File: config.mk
export PLATFORM = sky130hd
export DESIGN_NAME = shift_seq_ctrl
export DESIGN_NICKNAME = d
export VERILOG_FILES = /design/src/rtl/shifter_pkg.sv /design/src/rtl/shift_seq_ctrl.sv
export SDC_FILE = /design/constraint.sdc
export NUM_CORES = 1
export LEC_CHECK = 0
export ABC_AREA = 1
export ABC_CLOCK_PERIOD_IN_PS = 4800
export BUFFER_PORTS_ARGS = -buffer_cell sky130_fd_sc_hd__buf_2
export CAP_MARGIN = 20
export CORE_MARGIN = 2
export CORE_UTILIZATION = 45
export DETAILED_ROUTE_END_ITERATION = 12
export PLACE_DENSITY = 0.88
export SYNTH_ARGS = -nofsm -noshare
export SYNTH_HDL_FRONTEND = slang
export SYNTH_SLANG_ARGS = --single-unit
File: constraint.sdc
create_clock -name clk -period 4.8 [get_ports clk]
set_clock_uncertainty 0.2 [all_clocks]
set_input_delay 0.96 -clock clk [delete_from_list [all_inputs] [get_ports clk]]
set_output_delay 0.96 -clock clk [all_outputs]
set_load 0.005 [all_outputs]
File: src/rtl/shifter_pkg.sv
// shifter_pkg: datapath op codes, command op encodings and controller states for shift_seq_ctrl
package shifter_pkg;
  typedef enum logic [2:0] {
    OP_NOP  = 3'b000,
    OP_LOAD = 3'b001,
    OP_LSL  = 3'b010,
    OP_LSR  = 3'b011,
    OP_ASR  = 3'b100
  } dp_op_e;
  typedef enum logic [1:0] {
    CMD_LSL = 2'b00,
    CMD_LSR = 2'b01,
    CMD_ASR = 2'b10,
    CMD_RSV = 2'b11
  } cmd_op_e;
  typedef enum logic [1:0] {IDLE, LOAD, SHIFT, DONE} state_e;
  function automatic dp_op_e shift_op(input cmd_op_e c);
    return c == CMD_LSL ? OP_LSL : c == CMD_LSR ? OP_LSR : OP_ASR;
  endfunction
endpackage

File: src/rtl/shift_seq_ctrl.sv
// shift_seq_ctrl: sequences a multi-step shift onto an external datapath (cmd in, op/shamt/d_in/d_out to datapath, rsp out)
module shift_seq_ctrl
  import shifter_pkg::*;
#(
  parameter int DATA_W   = 8,
  parameter int AMT_W    = 3,
  parameter int STEP_MAX = 3
) (
  input  logic              clk,
  input  logic              reset_n,
  input  logic              cmd_valid,
  output logic              cmd_ready,
  input  logic [1:0]        cmd_op,
  input  logic [AMT_W-1:0]  cmd_amt,
  input  logic [DATA_W-1:0] cmd_data,
  output logic [2:0]        op,
  output logic [1:0]        shamt,
  output logic [DATA_W-1:0] d_in,
  input  logic [DATA_W-1:0] d_out,
  output logic              rsp_valid,
  input  logic              rsp_ready,
  output logic [DATA_W-1:0] rsp_data,
  output logic              rsp_err
);
  localparam logic [AMT_W-1:0] STEP = AMT_W'(STEP_MAX);
  state_e             state, state_nx;
  cmd_op_e            op_q;
  logic [AMT_W-1:0]   rem, step;
  logic [DATA_W-1:0]  data_q;
  assign step = rem > STEP ? STEP : rem;
  always_ff @(posedge clk) begin
    if (!reset_n) begin
      state  <= IDLE;
      op_q   <= CMD_LSL;
      rem    <= '0;
      data_q <= '0;
    end else begin
      state <= state_nx;
      if (state == IDLE && cmd_valid) begin
        op_q   <= cmd_op_e'(cmd_op);
        rem    <= cmd_amt;
        data_q <= cmd_data;
      end else if (state == SHIFT) begin
        rem <= rem - step;
      end
    end
  end
  always_comb begin
    state_nx  = state;
    state_nx  = state == IDLE  ? (cmd_valid ? LOAD : IDLE)
              : state == LOAD  ? (rem == '0 || op_q == CMD_RSV ? DONE : SHIFT)
              : state == SHIFT ? (rem == step ? DONE : SHIFT)
              : (rsp_ready ? IDLE : DONE);
    op        = state == LOAD ? OP_LOAD : state == SHIFT ? shift_op(op_q) : OP_NOP;
    shamt     = state == SHIFT ? 2'(step) : 2'd0;
    d_in      = state == LOAD ? data_q : '0;
    cmd_ready = state == IDLE;
    rsp_valid = state == DONE;
    rsp_data  = d_out;
    rsp_err   = state == DONE && op_q == CMD_RSV;
  end
endmodule

## Word-level counts from Yosys, hierarchy flattened

Index checks and enable logic that the tools add are counted.

- Register bits after elaboration: 15
- Input bits: 25
- Output and inout bits: 24
- Logic and storage cells: 35

- Add/sub/neg operators: 1
- $lt $le $gt $ge: 1
- Equality and inequality tests: 6
- Multiplexer cells: 16
- Reductions and logical operators: 7

Operators with widths:

| operator | number |
|---|---|
| $mux W3 | 7 |
| $mux W2 | 5 |
| $mux W8 | 1 |
| $eq A2 B2 Y1 const B | 3 |
| $eq A2 B1 Y1 const B | 2 |
| $logic_not A2 Y1 | 2 |
| $eq A3 B3 Y1 | 1 |
| $gt A3 B2 Y1 const B | 1 |
| $logic_not A3 Y1 | 1 |
| $mux W1 | 3 |
| $sub A3 B3 Y3 | 1 |
| $logic_and A1 B1 Y1 | 2 |
| $reduce_bool A2 Y1 | 1 |
| $logic_or A1 B1 Y1 | 1 |

## Logic depth before layout (Yosys ltp)

- Depth after elaboration: 7
- Mapped depth: 9
- Depth with buffers taken out: 9

## Worst setup path after synthesis

OpenSTA, ideal clock, no wires.

- Path type: input-to-output
- Start: in d_out[0]
- End: out rsp_data[0]
- Arrival time: 1.071 ns
- Data required time: 3.640 ns
- Setup slack: 2.569 ns
- Cell stages on the path: 1
- Path buffers: 1
- Cells stage by stage: buf_4

RTL lines:

| what | line | source |
|---|---|---|
| start, declared | shift_seq_ctrl.sv:19 | `input logic [DATA_W-1:0] d_out,` |
| end, declared | shift_seq_ctrl.sv:22 | `output logic [DATA_W-1:0] rsp_data,` |

No word-level cell between the ends.

## Final worst setup path

- Start: reg state[1]
- End: out op[0]

- Cells in the longest elaborated chain, start to end: 3
- Elaborated cells on any way between the ends: 4
- Classes of those cells: eq/ne (2); mux (2)

Ends and longest elaborated chain:

| what | line | source |
|---|---|---|
| start, declared | shift_seq_ctrl.sv:26 | `state_e state, state_nx;` |
| start signal, assigned | shift_seq_ctrl.sv:38 | `state <= state_nx;` |
| $eq A2 B2 Y1 | shift_seq_ctrl.sv:54 | `op = state == LOAD ? OP_LOAD : state == SHIFT ? shift_op(op_q) : OP_NOP;` |
| $mux W3 | shift_seq_ctrl.sv:54 |  |
| $mux W3 * | shift_seq_ctrl.sv:54 |  |
| end, declared | shift_seq_ctrl.sv:16 | `output logic [2:0] op,` |

Every way passes the cells marked *; elsewhere a longest branch is shown, timed or not.

==> results.sh <==
export IMPL_fin_crit_ns=2.42
export IMPL_layout_commonest_cell="buf_2"
export IMPL_cts_sinks=15
export IMPL_cp_required_ns=3.64
export IMPL_ys_ff_latch=15
export IMPL_met1_usage_pct=20.2
export IMPL_ios=49
export IMPL_clock_path_buffers=2
export IMPL_met3_usage_pct=2.69
export IMPL_yosysWarnings=0
export IMPL_ff2ff_path_depth=8
export IMPL_startpoint_type="flip-flop"
export IMPL_avgRoutedWirePerCell_um=9.88
export IMPL_antenna_found_initial=0
export IMPL_maxSlewHeadroom_pct=82.5
export IMPL_nNetsFinal=176
export IMPL_stdcell_count=173
export IMPL_layout_drive_gt1_share_pct=31.8
export IMPL_cts_setup_buffers=0
export IMPL_cts_resized=0
export IMPL_layout_common_cells="32 x buf_2, 19 x nor2_1, 17 x inv_1, 17 x nand2_1, 15 x dfxtp_1"
export IMPL_diodes=0
export IMPL_path_common_cell="nand2_1"
export IMPL_post_route_drc_count=0
export IMPL_rows=15
export IMPL_grt_pass1_wl_mm=2.53
export IMPL_yosysSeqAreaShare_pct=35.9
export IMPL_core_um2=1750
export IMPL_grt_met2_usage_pct=27.7
export IMPL_avgViaCountPerCell=4.55
export IMPL_post_place_cells=169
export IMPL_drv_slew=0
export IMPL_place_ws_ns=2.68
export IMPL_crit_path_end_kind="output port"
export IMPL_area_growth_pct=16.2
export IMPL_p_leak_nw=0.521
export IMPL_top_usage_layer="met2"
export IMPL_die_x_um=47.1
export IMPL_regToRegSetupSlack_ns=3.05
export IMPL_vias=788
export IMPL_fill_cells=168
export IMPL_rsz0062_at_grt="no"
export IMPL_crit_chain="nand2_2 > nor2_1 > nand2_1 > nand2_1 > buf_2"
export IMPL_syn_avg_cell_area_um2=6.80
export IMPL_worst_slack_ns=2.38
export IMPL_synthesis_area_um2=836
export IMPL_min_path_type="reg2reg"
export IMPL_synth_cells=123
export IMPL_die_area_um2=2220
export IMPL_track_usage_pct=16.3
export IMPL_critPathKind="reg2out"
export IMPL_grt_max_degree=24
export IMPL_status="completed"
export IMPL_clk_latency_ns=0.28
export IMPL_hold_depth=2
export IMPL_finalHoldViolations=0
export IMPL_ir_drop_v=0.000217
export IMPL_path_depth=5
export IMPL_fmax_mhz=413
export IMPL_tightestPinTransition_ns=0.262
export IMPL_ys_types=19
export IMPL_powerDensity_nw_per_um2=346
export IMPL_finalSetupViolCount=0
export IMPL_crit_path_start="state[1]"
export IMPL_die_y_um=47.1
export IMPL_r2r_end="rem[2]"
export IMPL_grt_pass1_vias=643
export IMPL_syn_num_nets=150
export IMPL_ctsHoldBuffers=0
export IMPL_cp_num_buf_inv=1
export IMPL_grt_overflow=0
export IMPL_clock_root_buffer="clkbuf_4"
export IMPL_finalPower_w=0.000336
export IMPL_path_max_fanout=8
export IMPL_maxCapViolations=0
export IMPL_start_util_pct=47.9
export IMPL_cts_tree="built"
export IMPL_crit_slowest_cell="dfxtp_1"
export IMPL_firstDrtPassIters=4
export IMPL_clk_pin_slew_worst_paths_ns=0.08
export IMPL_tns_ns=0
export IMPL_cts_inserted_buffers=3
export IMPL_cpPeakStageDelay_ns=0.45
export IMPL_drtIter0Drc=9
export IMPL_rr_startpoint="rem[2]"
export IMPL_cts_htree_levels=1
export IMPL_routabilityCongestion=0.904
export IMPL_worstSetupEndpoint="op[0]"
export IMPL_hpwl_mm=1.32
export IMPL_cp_arrival_ns=1.26
export IMPL_cp_top_family="flip-flops"
export IMPL_post_route_period_util_pct=50.5
export IMPL_routed_wirelength_mm=1.71
export IMPL_ant_nets=0
export IMPL_port_buffers=32
==> registers in the layout, indices dropped and copies added, names as in the netlist <==
register	count
data_q	8
op_q	2
rem	3
state	2
==> final cells by class <==
cell class              instances  area (um2)  area share [%]
well taps                      25        31.3            3.22
repair buffers                 32         160            16.5
inverters                      22        82.6            8.51
flip-flops and latches         15         300            30.9
clock buffers                   4        26.3            2.71
multi-input cells              75         370            38.1
==> cell families (layout without fill, tap and decap cells) <==
group	Yosys count	count (layout)	synth area share, %
AO/OA/AOI/OAI	27	27	16.9
adder cells (fa/ha/maj)	2	2	2.99
flip-flops	15	15	35.9
buffers and inverters	33	58	19.8
AND/OR/NAND/NOR	46	46	24.4
==> metrics by stage <==
stage	hold slack, ns	util, %	instance area (um2)
after global placement	0.238	54.1	945
after floorplan	0.231	-	836
after CTS	0.258	55.6	971
after global routing	0.277	55.6	971
final	0.254	55.6	971
after detailed placement	0.246	54.1	945
==> power by group <==
group          switching [W]  leakage (nW)  internal [W]
Clock              0.0000369        0.0150     0.0000322
Sequential         0.0000130         0.124      0.000142
Combinational      0.0000683         0.381     0.0000435
Total               0.000118         0.521      0.000218
==> worst reg2reg max path: cells and delay by family (launching register included) <==
| family | cells | cell delay [ns] |
|---|---|---|
| AND/OR/NAND/NOR | 5 | 0.74 |
| flip-flops | 1 | 0.40 |
| adder cells (fa/ha/maj) | 1 | 0.20 |
| buffers and inverters | 2 | 0.11 |
==> cell usage after synthesis <==
master / instances / area [um2]
inv_1: 17 / 63.8
a21oi_1: 14 / 70.1
clkbuf_1: 1 / 3.75
o21ai_1: 11 / 55.1
a211oi_1: 1 / 7.51
nor2_1: 19 / 71.3
buf_6: 1 / 11.3
dfxtp_1: 15 / 300
nand2_4: 1 / 11.3
nand2_2: 3 / 18.8
nand2_1: 17 / 63.8
ha_1: 2 / 25.0
nand3_1: 3 / 15.0
inv_2: 5 / 18.8
buf_4: 9 / 67.6
nor2_4: 1 / 11.3
or2_1: 1 / 6.26
a21oi_2: 1 / 8.76
or2_2: 1 / 6.26
==> how the worst min path moves through the flow <==
| stage | from | to | slack (ns) |
|---|---|---|---|
| after floorplan | data_q[0] | data_q[0] | 0.23 |
| after detailed placement | data_q[2] | data_q[2] | 0.25 |
| after global routing | data_q[5] | data_q[5] | 0.28 |
| after global placement | data_q[3] | data_q[3] | 0.24 |
| after CTS | data_q[2] | data_q[2] | 0.26 |
| final | data_q[5] | data_q[5] | 0.25 |
==> metal layers <==
layer	share of wire [%]	vias up
li1	-	424
met5	0	-
met4	1.2	0
met3	7.2	4
met2	44	29
met1	48	331
Note: power is estimated with default switching activity, not from simulation.
